<file path="src/rtl/tail_light_pkg.sv">
// Shared definitions for the tail-light sequencer: mode encoding, lamp-count
// limit and the thermometer pattern generator.
package tail_light_pkg;

    localparam int MAX_LAMPS = 8;

    typedef enum logic [1:0] {
        MODE_IDLE   = 2'd0,
        MODE_LEFT   = 2'd1,
        MODE_RIGHT  = 2'd2,
        MODE_HAZARD = 2'd3
    } mode_e;

    // Low 'step' bits set; step 0 gives all lamps dark.
    function automatic logic [MAX_LAMPS-1:0] therm(input logic [3:0] step);
        logic [MAX_LAMPS-1:0] t;
        for (int i = 0; i < MAX_LAMPS; i++) begin
            t[i] = (i < int'(step));
        end
        return t;
    endfunction

endpackage

</file>
<file path="src/rtl/tail_light_seq_tick_prescaler.sv">
// Sequence-step prescaler: pulses tick_out once every TICK_DIV enabled cycles,
// restarting from zero whenever clear is asserted.
module tick_prescaler #(
    parameter int TICK_DIV = 1000000
) (
    input  logic clock,
    input  logic reset_n,
    input  logic clear,
    input  logic enable,
    output logic tick_out
);

    localparam int              PRE_W   = (TICK_DIV > 1) ? $clog2(TICK_DIV) : 1;
    localparam logic [PRE_W-1:0] PRE_MAX = PRE_W'(TICK_DIV - 1);

    logic [PRE_W-1:0] r_pre;
    logic             w_wrap;

    assign w_wrap   = (r_pre == PRE_MAX);
    assign tick_out = enable && w_wrap;

    always_ff @(posedge clock or negedge reset_n) begin
        if (!reset_n) begin
            r_pre <= '0;
        end else if (clear) begin
            r_pre <= '0;
        end else if (enable) begin
            r_pre <= w_wrap ? '0 : r_pre + 1'b1;
        end
    end

endmodule

</file>
<file path="src/rtl/tail_light_seq.sv">
// Turn/brake/hazard tail-lamp sequencer with registered lamp outputs.
// Define TAIL_LIGHT_SYNC_EN to pass the four request inputs through 2-flop synchronisers.
module tail_light_seq
    import tail_light_pkg::*;
#(
    parameter int LAMPS    = 3,
    parameter int TICK_DIV = 1000000
) (
    input  logic             clock,
    input  logic             reset_n,
    input  logic             left_req,
    input  logic             right_req,
    input  logic             brake,
    input  logic             hazard,
    output logic [LAMPS-1:0] left_lamps,
    output logic [LAMPS-1:0] right_lamps,
    output logic [1:0]       mode
);

    localparam int               STEP_W   = $clog2(LAMPS + 1);
    localparam logic [STEP_W-1:0] STEP_MAX = STEP_W'(LAMPS);

    logic w_left_req;
    logic w_right_req;
    logic w_brake;
    logic w_hazard;

`ifdef TAIL_LIGHT_SYNC_EN
    logic [3:0] r_sync1;
    logic [3:0] r_sync2;

    always_ff @(posedge clock or negedge reset_n) begin
        if (!reset_n) begin
            r_sync1 <= '0;
            r_sync2 <= '0;
        end else begin
            r_sync1 <= {hazard, brake, right_req, left_req};
            r_sync2 <= r_sync1;
        end
    end

    assign {w_hazard, w_brake, w_right_req, w_left_req} = r_sync2;
`else
    assign {w_hazard, w_brake, w_right_req, w_left_req} = {hazard, brake, right_req, left_req};
`endif

    mode_e              r_mode;
    mode_e              w_mode_next;
    logic               r_brake;
    logic [STEP_W-1:0]  r_step;
    logic               w_tick;
    logic               w_mode_change;
    logic               w_active;
    logic [LAMPS-1:0]   w_therm;
    logic [LAMPS-1:0]   w_brake_mask;
    logic [LAMPS-1:0]   w_left_next;
    logic [LAMPS-1:0]   w_right_next;
    logic [LAMPS-1:0]   r_left_lamps;
    logic [LAMPS-1:0]   r_right_lamps;

    always_comb begin
        w_mode_next = MODE_IDLE;
        if (w_hazard || (w_left_req && w_right_req)) begin
            w_mode_next = MODE_HAZARD;
        end else if (w_left_req) begin
            w_mode_next = MODE_LEFT;
        end else if (w_right_req) begin
            w_mode_next = MODE_RIGHT;
        end
    end

    assign w_mode_change = (w_mode_next != r_mode);
    assign w_active      = (w_mode_next != MODE_IDLE);

    tick_prescaler #(
        .TICK_DIV (TICK_DIV)
    ) u_prescaler (
        .clock    (clock),
        .reset_n  (reset_n),
        .clear    (w_mode_change || !w_active),
        .enable   (w_active),
        .tick_out (w_tick)
    );

    // A mode change outranks a coincident tick so each new mode starts dark.
    always_ff @(posedge clock or negedge reset_n) begin
        if (!reset_n) begin
            r_mode  <= MODE_IDLE;
            r_brake <= 1'b0;
            r_step  <= '0;
        end else begin
            r_mode  <= w_mode_next;
            r_brake <= w_brake;
            if (w_mode_change || !w_active) begin
                r_step <= '0;
            end else if (w_tick) begin
                r_step <= (r_step == STEP_MAX) ? '0 : r_step + 1'b1;
            end
        end
    end

    assign w_therm      = LAMPS'(therm(4'(r_step)));
    assign w_brake_mask = {LAMPS{r_brake}};

    always_comb begin
        w_left_next  = w_brake_mask;
        w_right_next = w_brake_mask;
        case (r_mode)
            MODE_LEFT:   w_left_next = w_therm;
            MODE_RIGHT:  w_right_next = w_therm;
            MODE_HAZARD: begin
                if (!r_brake) begin
                    w_left_next  = w_therm;
                    w_right_next = w_therm;
                end
            end
            default: ;
        endcase
    end

    always_ff @(posedge clock or negedge reset_n) begin
        if (!reset_n) begin
            r_left_lamps  <= '0;
            r_right_lamps <= '0;
        end else begin
            r_left_lamps  <= w_left_next;
            r_right_lamps <= w_right_next;
        end
    end

    assign left_lamps  = r_left_lamps;
    assign right_lamps = r_right_lamps;
    assign mode        = r_mode;

endmodule

</file>
<file path="config.mk">
export PLATFORM = sky130hd
export DESIGN_NAME = tail_light_seq
export DESIGN_NICKNAME = d
export VERILOG_FILES = /design/src/rtl/tail_light_pkg.sv /design/src/rtl/tail_light_seq_tick_prescaler.sv /design/src/rtl/tail_light_seq.sv
export SDC_FILE = /design/constraint.sdc
export NUM_CORES = 1
export LEC_CHECK = 0
export CORE_AREA = 2 2 59 66
export DETAILED_ROUTE_END_ITERATION = 16
export DIE_AREA = 0 0 61 68
export PLACE_DENSITY = 0.64
export SKIP_LAST_GASP = 1
export SLEW_MARGIN = 10
export SYNTH_ARGS = -nofsm -noshare
export SYNTH_HDL_FRONTEND = slang
export SYNTH_SLANG_ARGS = --single-unit
</file>
<file path="constraint.sdc">
create_clock -name clock -period 1.7 [get_ports clock]
set_clock_uncertainty 0.15 [all_clocks]
set_input_delay 0.34 -clock clock [delete_from_list [all_inputs] [get_ports clock]]
set_output_delay 0.34 -clock clock [all_outputs]
set_load 0.05 [all_outputs]
</file>
==> results.cfg, run 1 <==
[placed_design]
routabilityCongestion = 0.857
numPortBuffers = 13
placed_cell_area_mm2 = 0.00198
dp_hpwl_um = 2260

[yosys]
synth_seq_cells = 31
synth_area_leaders = dfrtp_1, nor2_1, xnor2_1
async_flop_share = 1.00
synth.most_common_cell = dfrtp_1
synth_edf_count = 0
yosys.area.top_type_share = 0.515
syn-num-nets = 159
ys_warn_count = 0
yosys.area.top_type = dfrtp_1
ys_seq_area_frac = 0.515
ys.flop_type = dfrtp_1
synth_area_per_cell_um2 = 10.1
ys_types = 31
synthesis.area_mm2 = 0.00151
synth_common_cells = dfrtp_1, nor2_1, o21ai_0
syn_inst = 149

[sta]
finalCritPeriodShare = 1.09
rsz0062_at_grt = true
finalMaxSlewViolations = 0
relSlewSlack = 0.770
timing.final.ws_setup_ns = -0.146
worst_pin_slew_ns = 0.341
tns_ns = -2.46
setup_viol = 22
timing.fmax_mhz = 542
period_minus_slack_ns = 1.85
final-hold-violation-count = 0

[clock_tree]
ctsHtreeMaxLevel = 2
clock_path_buffers = 2
clk_latency_ns = 0.28
clk_pin_slew_ns = 0.07
cts_buffers = 5
cts_tree = done
cts_sinks = 31
cts-root-buf = clkbuf_8

[finish]
drive_gt1_frac = 0.398
design_area_mm2 = 0.00228
utilization = 0.644
final_nets = 210
syn2layout_area_growth_pct = 51.4
fill_cells = 287
antenna_cells = 0

[outcome]
outcome = complete, but fails checks
violations = negative setup slack

[drt]
first_iter_violations = 42
avgViaCountPerCell = 5.06
drc = 0
wl_um = 3550
ant_nets = 0
via_count = 1269
first_pass_iters = 4
avgRoutedWirePerCell_um = 14.2

[floorplanning]
die_w_um = 61
num_rows = 23
ios = 14
die_area_mm2 = 0.00415
die_y_um = 68
coreArea_mm2 = 0.00354
start_util = 0.425

[power_and_ir_drop]
leakagePower_uw = 0.000981
max-vdd-ir-drop_mv = 0.531
powerDensity_mw_per_mm2 = 692
p_total_uw = 1580

[global_route]
grt_max_degree = 32
grt_pass1_vias = 1313
antenna_found_initial = 0
grt_pass1_wl_um = 5820
grt.total_usage = 0.192
gr-total-overflow = 0

[critical_path]
critPathLaunchType = flip-flop
required_ns = 1.72
cp_cell_sequence = ha_2 > and4_4 > nand4_1 > buf_4 > o2bb2ai_4 > clkbuf_16 > nor2_4
cp_slowest_cell = dfrtp_1
worst_ep_arrival_time_ns = 1.87
setup.worst_path.class = reg2reg
slowest_delay_ns = 0.36
cp_max_fo = 5
end_kind = flip-flop

[hold_path]
hp-class = in2async

[job]
drv_cap = 0
sequential cells by signal, summed over array words and instances (netlist names):
register / count
left_lamps: 3
mode: 2
r_brake: 1
r_step: 2
right_lamps: 3
u_prescaler.r_pre: 20
layout by cell type (no fill, tap or decap), drive strengths merged:
cell type | Yosys | final
inv | 8 | 8
o31ai | 2 | 2
nor4 | 2 | 2
and4 | 1 | 1
xor2 | 5 | 5
and2 | 4 | 4
o2bb2ai | 1 | 1
clkbuf | 1 | 6
and3 | 1 | 1
o21bai | 1 | 1
clkinv | 0 | 3
dfrtp | 31 | 31
or3 | 6 | 6
or2 | 3 | 3
nand2 | 9 | 9
or4 | 4 | 4
nand3 | 8 | 8
o21ai | 12 | 12
buf | 2 | 41
ha | 4 | 4
xnor2 | 7 | 7
nor3 | 2 | 2
a21oi | 9 | 9
nor4bb | 3 | 3
clkdlybuf4s50 | 0 | 5
nand4 | 6 | 6
nor2 | 17 | 17
metal layers:
layer / track usage / vias to the layer above / routed length (µm)
met1: 0.223 / 614 / 1530
met3: 0.0567 / 12 / 91
met2: 0.317 / 21 / 1840
met4: 0.101 / 0 / 97
met5: 0 / - / 0
li1: - / 622 / -
path summary, 6_finish.rpt:
kind,startpoint,end,slack [ns],cells past startpoint
setup / recovery,u_prescaler.r_pre[0],u_prescaler.r_pre[8],-0.15,7
setup reg to reg,u_prescaler.r_pre[0],u_prescaler.r_pre[8],-0.15,7
max in group asynchronous,reset_n,u_prescaler.r_pre[10],0.96,2
hold reg to reg,r_brake,left_lamps[2],0.41,2
min in group clock,brake,r_brake,0.35,1
hold / removal,reset_n,u_prescaler.r_pre[3],0.26,2
cell type report:
type,count,area [µm²],area share
clock buffers,5,68.8,0.0302
repair buffers,47,523,0.230
multi-input cells,107,800,0.351
inverters,8,30.0,0.0132
well taps,50,62.6,0.0275
clock inverters,3,15.0,0.00659
flip-flops and latches,31,779,0.342
report_power, final:
group	switching (µW)	internal [µW]
combinational	125	120
sequential	18.2	758
clock	275	279
kinds of logic (layout without fill, tap and decap cells):
kind of cell    after synthesis  after routing  synth area share
simple gates                 66             66             0.255
flops                        31             31             0.515
compound gates               25             25            0.0931
xor+xnor                     12             12            0.0698
buf+inv                      11             63            0.0332
fa+ha+maj                     4              4            0.0333
critical path: cells and delay by family, from the launching register on:
kind / cells / cell delay [ns]
AO/OA/AOI/OAI: 1 / 0.20
adder cells (fa/ha/maj): 1 / 0.19
buffers and inverters: 2 / 0.40
flip-flops: 1 / 0.36
AND/OR/NAND/NOR: 3 / 0.44
timing repair:
action / in CTS / in global routing
setup endpoints to repair: 22 / 22
gates resized for setup: 11 / 21
pin swaps: 6 / 10
setup buffers: 4 / 3
hold buffers: 0 / 0
cloned: 1 / 1
per-stage QoR:
stage               cells  hold WS (ns)  setup slack [ns]
floorplan             149        -0.106            -0.137
global placement      234         0.380            -0.223
detailed placement    234         0.394            -0.275
CTS                   247         0.264            -0.134
global route          251         0.273            -0.227
finish                251         0.259            -0.146
Note: power is estimated with default switching activity, not from simulation.
==> inputs of run 2 (changes only) <==
Settings changed: SLEW_MARGIN 10 to default.
==> results of run 2 <==
Same layout as run 1: the final DEF is identical, and so are final timing and power.
==> inputs of run 3 (changes only) <==
Settings changed: HOLD_SLACK_MARGIN from default to 0.1.
==> results of run 3 <==
Same layout as run 1: the final DEF is identical, and so are final timing and power.
